<file path="src/rtl/gcd_stream.sv">
// Streaming GCD engine: one operand pair at a time, one algorithm step per CALC cycle.
// Supports subtractive Euclid (mode 0) and binary Stein (mode 1) with an iteration count.
module gcd_stream #(
    parameter int WIDTH = 32,
    parameter int CNT_W = 16
) (
    input  logic             clk,
    input  logic             reset,
    input  logic             in_valid,
    output logic             in_ready,
    input  logic [WIDTH-1:0] a,
    input  logic [WIDTH-1:0] b,
    input  logic             mode,
    output logic             out_valid,
    input  logic             out_ready,
    output logic [WIDTH-1:0] res,
    output logic [CNT_W-1:0] iter,
    output logic             zero_in
);

    localparam int KW = (WIDTH > 2) ? $clog2(WIDTH) : 1;

    typedef enum logic [1:0] {IDLE, CALC, DONE} state_t;

    state_t           state, state_n;
    logic [WIDTH-1:0] x, x_n, y, y_n, res_n;
    logic [KW-1:0]    k, k_n;
    logic             m, m_n;
    logic [CNT_W-1:0] iter_n;
    logic             zero_in_n;

    assign in_ready  = (state == IDLE);
    assign out_valid = (state == DONE);

    always_ff @(posedge clk or negedge reset) begin
        if (!reset) begin
            state   <= IDLE;
            x       <= '0;
            y       <= '0;
            k       <= '0;
            m       <= 1'b0;
            res     <= '0;
            iter    <= '0;
            zero_in <= 1'b0;
        end else begin
            state   <= state_n;
            x       <= x_n;
            y       <= y_n;
            k       <= k_n;
            m       <= m_n;
            res     <= res_n;
            iter    <= iter_n;
            zero_in <= zero_in_n;
        end
    end

    // Every subtraction below is guarded by a comparison, so nothing wraps.
    always_comb begin
        state_n   = state;
        x_n       = x;
        y_n       = y;
        k_n       = k;
        m_n       = m;
        res_n     = res;
        iter_n    = iter;
        zero_in_n = zero_in;
        case (state)
            IDLE: begin
                if (in_valid) begin
                    x_n       = a;
                    y_n       = b;
                    m_n       = mode;
                    k_n       = '0;
                    iter_n    = '0;
                    zero_in_n = (a == '0) || (b == '0);
                    state_n   = CALC;
                end
            end
            CALC: begin
                iter_n = (iter == '1) ? iter : iter + 1'b1;
                if (y == '0) begin
                    res_n   = x << k;
                    state_n = DONE;
                end else if (x == '0) begin
                    res_n   = y << k;
                    state_n = DONE;
                end else if (!m) begin
                    if (x > y) begin
                        x_n = x - y;
                    end else if (x < y) begin
                        y_n = y - x;
                    end else begin
                        y_n = '0;
                    end
                end else begin
                    // Shared factors of two are counted in k and restored when the result is formed.
                    case ({x[0], y[0]})
                        2'b00: begin
                            x_n = x >> 1;
                            y_n = y >> 1;
                            k_n = k + 1'b1;
                        end
                        2'b01: x_n = x >> 1;
                        2'b10: y_n = y >> 1;
                        default: begin
                            if (x >= y) begin
                                x_n = x - y;
                            end else begin
                                y_n = y - x;
                            end
                        end
                    endcase
                end
            end
            DONE: begin
                if (out_ready) begin
                    state_n = IDLE;
                end
            end
            default: state_n = IDLE;
        endcase
    end

endmodule

</file>
<file path="config.mk">
export PLATFORM = sky130hd
export DESIGN_NAME = gcd_stream
export DESIGN_NICKNAME = d
export VERILOG_FILES = /design/src/rtl/gcd_stream.sv
export SDC_FILE = /design/constraint.sdc
export NUM_CORES = 1
export LEC_CHECK = 0
export CORE_UTILIZATION = 64
export CTS_CLUSTER_DIAMETER = 30
export CTS_CLUSTER_SIZE = 20
export DETAILED_ROUTE_END_ITERATION = 10
export PLACE_DENSITY = 0.86
export SYNTH_ARGS = -nofsm -noshare
export SYNTH_HDL_FRONTEND = slang
export SYNTH_SLANG_ARGS = --single-unit
</file>
<file path="constraint.sdc">
create_clock -name clk -period 6.3 [get_ports clk]
set_clock_uncertainty 0.15 [all_clocks]
set_input_delay 0.63 -clock clk [delete_from_list [all_inputs] [get_ports clk]]
set_output_delay 0.63 -clock clk [all_outputs]
set_load 0.01 [all_outputs]
</file>
==> impl_metrics.prom <==
# TYPE chip_impl_metric gauge
chip_impl_info{name="status",value="finished, final reports clean"} 1
chip_impl_metric{name="timing.final.crit_period",unit="ps"} 4440
chip_impl_metric{name="io_pins",unit=""} 120
chip_impl_metric{name="synth_cells",unit=""} 1473
chip_impl_metric{name="synth.net_count",unit=""} 1610
chip_impl_metric{name="drc_errors",unit=""} 0
chip_impl_info{name="cts_tree",value="built"} 1
chip_impl_metric{name="final-hold-violation-count",unit=""} 0
chip_impl_info{name="rsz_0062_raised_after_global_routing",value="no"} 1
chip_impl_metric{name="synth-seq-area-share",unit="%"} 26.0
chip_impl_info{name="layout_commonest_cell",value="sky130_fd_sc_hd__nand2_1"} 1
chip_impl_metric{name="cts_buffers",unit=""} 17
chip_impl_metric{name="floorplan_core_area",unit="um2"} 17500
chip_impl_info{name="criticalPathCategory",value="reg2reg"} 1
chip_impl_metric{name="buffer_ports.inserted",unit=""} 119
chip_impl_metric{name="postRouteAntennaNets",unit=""} 0
chip_impl_metric{name="grt_first_pass_wirelength",unit="mm"} 65.2
chip_impl_metric{name="core.rowCount",unit=""} 48
chip_impl_metric{name="later_pin_clock_latency_in_the_skew_report",unit="ps"} 440
chip_impl_metric{name="ctsHtreeMaxLevel",unit=""} 4
chip_impl_metric{name="gr-total-overflow",unit=""} 0
chip_impl_metric{name="postLayoutCoreUtil",unit="%"} 76.4
chip_impl_metric{name="finalCritPeriodShare",unit="%"} 70.4
chip_impl_info{name="layout_common_cells",value="sky130_fd_sc_hd__nand2_1, sky130_fd_sc_hd__dfrtp_1, sky130_fd_sc_hd__clkdlybuf4s50_1"} 1
chip_impl_metric{name="ys_async_sr_fraction",unit="%"} 100
chip_impl_metric{name="cts-resized-gates",unit=""} 0
chip_impl_metric{name="post_cts_setup_repair_buffer_count",unit=""} 0
chip_impl_metric{name="finalWirelength",unit="mm"} 42.6
chip_impl_metric{name="drv.max_cap_violation_count",unit=""} 0
chip_impl_metric{name="finalWeightedCongestion",unit=""} 1.06
chip_impl_metric{name="worst-endpoint-required",unit="ps"} 6450
chip_impl_metric{name="synth-seq-cells",unit=""} 121
chip_impl_metric{name="antenna_violations_before_repair",unit=""} 0
chip_impl_metric{name="drt-initial-drc-count",unit=""} 1628
chip_impl_info{name="synthFlopType",value="sky130_fd_sc_hd__dfrtp_1"} 1
chip_impl_metric{name="final-max-slew-violation-count",unit=""} 0
chip_impl_metric{name="timing_worst_slew_pin_value",unit="ps"} 1260
chip_impl_metric{name="areaGrowthSynthToFinish",unit="%"} 15.2
chip_impl_metric{name="layout.cell_area.non_filler",unit="um2"} 13400
chip_impl_metric{name="seq_area",unit="um2"} 3030
chip_impl_metric{name="maxSlewHeadroom",unit="%"} 15.7
chip_impl_metric{name="antenna_cells",unit=""} 0
chip_impl_metric{name="avgViaCountPerCell",unit=""} 7.23
chip_impl_metric{name="synth-warning-count",unit=""} 0
chip_impl_metric{name="multiInputGateArea",unit="um2"} 7860
chip_impl_metric{name="placed_area",unit="um2"} 12800
chip_impl_metric{name="dp_hpwl",unit="mm"} 30.4
chip_impl_metric{name="globalRouteTotalUtil",unit="%"} 46.3
chip_impl_metric{name="firstDrtPassIters",unit=""} 6
chip_impl_metric{name="finish.net_count",unit=""} 1655
chip_impl_metric{name="synth_edf_count",unit=""} 0
chip_impl_metric{name="start_util",unit="%"} 66.3
chip_impl_metric{name="setup-tns-final",unit="ps"} 0
chip_impl_metric{name="fill_cells",unit=""} 1326
chip_impl_metric{name="fin_worst_hold_slack",unit="ps"} 81.2
chip_impl_metric{name="worst-path-max-fanout",unit=""} 42
chip_impl_metric{name="detailroute.via_count",unit=""} 12700
chip_impl_metric{name="grt_pass1_vias",unit=""} 11600
chip_impl_metric{name="setup_viol_count_final",unit=""} 0
chip_impl_metric{name="synthDistinctLibCells",unit=""} 74
chip_impl_info{name="crit_path_start_kind",value="flop"} 1
chip_impl_metric{name="drt-wirelength-per-cell",unit="um"} 24.2
chip_impl_metric{name="grt_max_degree",unit=""} 67
chip_impl_info{name="clock-root-buffer",value="sky130_fd_sc_hd__clkbuf_16"} 1
chip_impl_info{name="hold_path_class",value="in2async"} 1
chip_impl_metric{name="fmax",unit="MHz"} 225
chip_impl_metric{name="mappedNetlistArea",unit="um2"} 11600
chip_impl_metric{name="clkTransAtPathRegs",unit="ps"} 70
chip_impl_metric{name="holdBufCountCts",unit=""} 0
chip_impl_metric{name="post_route_cells_drive_above_1_share",unit="%"} 6.86
chip_impl_metric{name="cts_max_path_buffers",unit=""} 2
chip_impl_info{name="critPathCaptureType",value="flop"} 1
chip_impl_metric{name="die_w",unit="um"} 137
chip_impl_metric{name="synth.avg_cell_area",unit="um2"} 7.89
chip_impl_metric{name="floorplan.die.height",unit="um"} 137
chip_impl_metric{name="dieArea",unit="um2"} 18700
chip_impl_metric{name="cts.sinks",unit=""} 121
chip_impl_metric{name="worst_ep_arrival_time",unit="ps"} 4590
[worst max-delay path: stages (launching register included)]
cell                      delay (ps)
sky130_fd_sc_hd__dfrtp_1         470
sky130_fd_sc_hd__nor4_1          460
sky130_fd_sc_hd__and4_1         1060
sky130_fd_sc_hd__and2_1          460
sky130_fd_sc_hd__a21oi_1         130
sky130_fd_sc_hd__a31oi_4         680
sky130_fd_sc_hd__buf_4           530
sky130_fd_sc_hd__mux2i_1         240
sky130_fd_sc_hd__o31ai_1         100
[cells in the mapped netlist (3+ instances only)]
master                      number  area [um2]
sky130_fd_sc_hd__a2111oi_2       3        45.0
sky130_fd_sc_hd__a211oi_1       25         188
sky130_fd_sc_hd__a21boi_0        3        22.5
sky130_fd_sc_hd__a21o_1         39         293
sky130_fd_sc_hd__a21oi_1       109         546
sky130_fd_sc_hd__a221o_1        20         200
sky130_fd_sc_hd__a221oi_1       11        96.3
sky130_fd_sc_hd__a22o_1          8        70.1
sky130_fd_sc_hd__a22oi_1         7        52.6
sky130_fd_sc_hd__a311oi_1        9        78.8
sky130_fd_sc_hd__a31oi_1        43         269
sky130_fd_sc_hd__and2_1         14        87.6
sky130_fd_sc_hd__and3_1          7        43.8
sky130_fd_sc_hd__and4_1          6        52.6
sky130_fd_sc_hd__buf_1           9        33.8
sky130_fd_sc_hd__buf_2          26         130
sky130_fd_sc_hd__buf_6           4        45.0
sky130_fd_sc_hd__clkbuf_1       65         244
sky130_fd_sc_hd__dfrtp_1       121        3030
sky130_fd_sc_hd__ha_1           66         826
sky130_fd_sc_hd__inv_1          84         315
sky130_fd_sc_hd__mux2_2         29         327
sky130_fd_sc_hd__mux2i_1        51         510
sky130_fd_sc_hd__mux4_2          5         113
sky130_fd_sc_hd__nand2_1       149         559
sky130_fd_sc_hd__nand2b_1        9        56.3
sky130_fd_sc_hd__nand3_1        21         105
sky130_fd_sc_hd__nand4_1        18         113
sky130_fd_sc_hd__nor2_1        115         432
sky130_fd_sc_hd__nor2b_1         7        43.8
sky130_fd_sc_hd__nor3_1         19        95.1
sky130_fd_sc_hd__nor4_1         35         219
sky130_fd_sc_hd__o211ai_1       40         300
sky130_fd_sc_hd__o21a_1         17         128
sky130_fd_sc_hd__o21ai_0       118         591
sky130_fd_sc_hd__o21ai_1         8        40.0
sky130_fd_sc_hd__o21bai_1       14         105
sky130_fd_sc_hd__o22ai_1         8        50.1
sky130_fd_sc_hd__o31ai_1        17         128
sky130_fd_sc_hd__o41ai_1         3        26.3
sky130_fd_sc_hd__or3_1          12        75.1
sky130_fd_sc_hd__xnor2_1        28         245
sky130_fd_sc_hd__xor2_1         30         263
[layer usage]
metal | share of wire [%] | vias up | track usage, %
li1 | - | 5527 | -
met1 | 38 | 5909 | 60.7
met2 | 43 | 1036 | 69.7
met3 | 12 | 222 | 11.3
met4 | 6.0 | 0 | 25.8
met5 | 0 | - | 0
[cell families after synthesis]
kind of cell	count (synthesis)	share of synthesized area (%)
AOI/OAI and AO/OA	529	30.3
and+or+nand+nor	422	17.0
buffers and inverters	190	6.71
DFF	121	26.0
muxes	85	8.17
adders and majority gates	68	7.45
xor gates and xnor gates	58	4.37
[worst paths after layout]
| path | startpoint | end | slack (ps) | cells past startpoint |
|---|---|---|---|---|
| setup / recovery | y[27]$_DFFE_PN0P_ | x[25]$_DFFE_PN0P_ | 1860 | 8 |
| hold / removal | reset | res[1]$_DFFE_PN0P_ | 80 | 1 |
| setup reg to reg | y[27]$_DFFE_PN0P_ | x[25]$_DFFE_PN0P_ | 1860 | 8 |
| hold reg to reg | res[14]$_DFFE_PN0P_ | res[14]$_DFFE_PN0P_ | 340 | 2 |
| max in group asynchronous | reset | x[23]$_DFFE_PN0P_ | 4490 | 2 |
| min in group clk | res[14]$_DFFE_PN0P_ | res[14]$_DFFE_PN0P_ | 340 | 2 |
[flip-flops by register name, summed over array words and instances (netlist names)]
name     flops
k            5
y           32
zero_in      1
iter        16
res         32
m            1
x           32
state        2
[metrics by stage]
step           worst slack (ps)  cells
6_report                   1860   1756
4_1_cts                    1980   1756
3_5_place_dp               2030   1724
2_1_floorplan              3130   1473
3_3_place_gp               2130   1724
5_1_grt                    1690   1756
[area by class of cell]
cell class	count	share of cell area, %
Multi-Input combinational cell	1162	58.7
Clock buffer	18	3.28
Inverter	85	2.38
Timing Repair Buffer	131	9.55
Tap cell	225	2.10
Sequential cell	121	22.6
Clock inverter	14	1.38
Power is left out: the tool's default activity adds up to more than one toggle a clock period on the data nets, which glitch-free logic cannot reach.
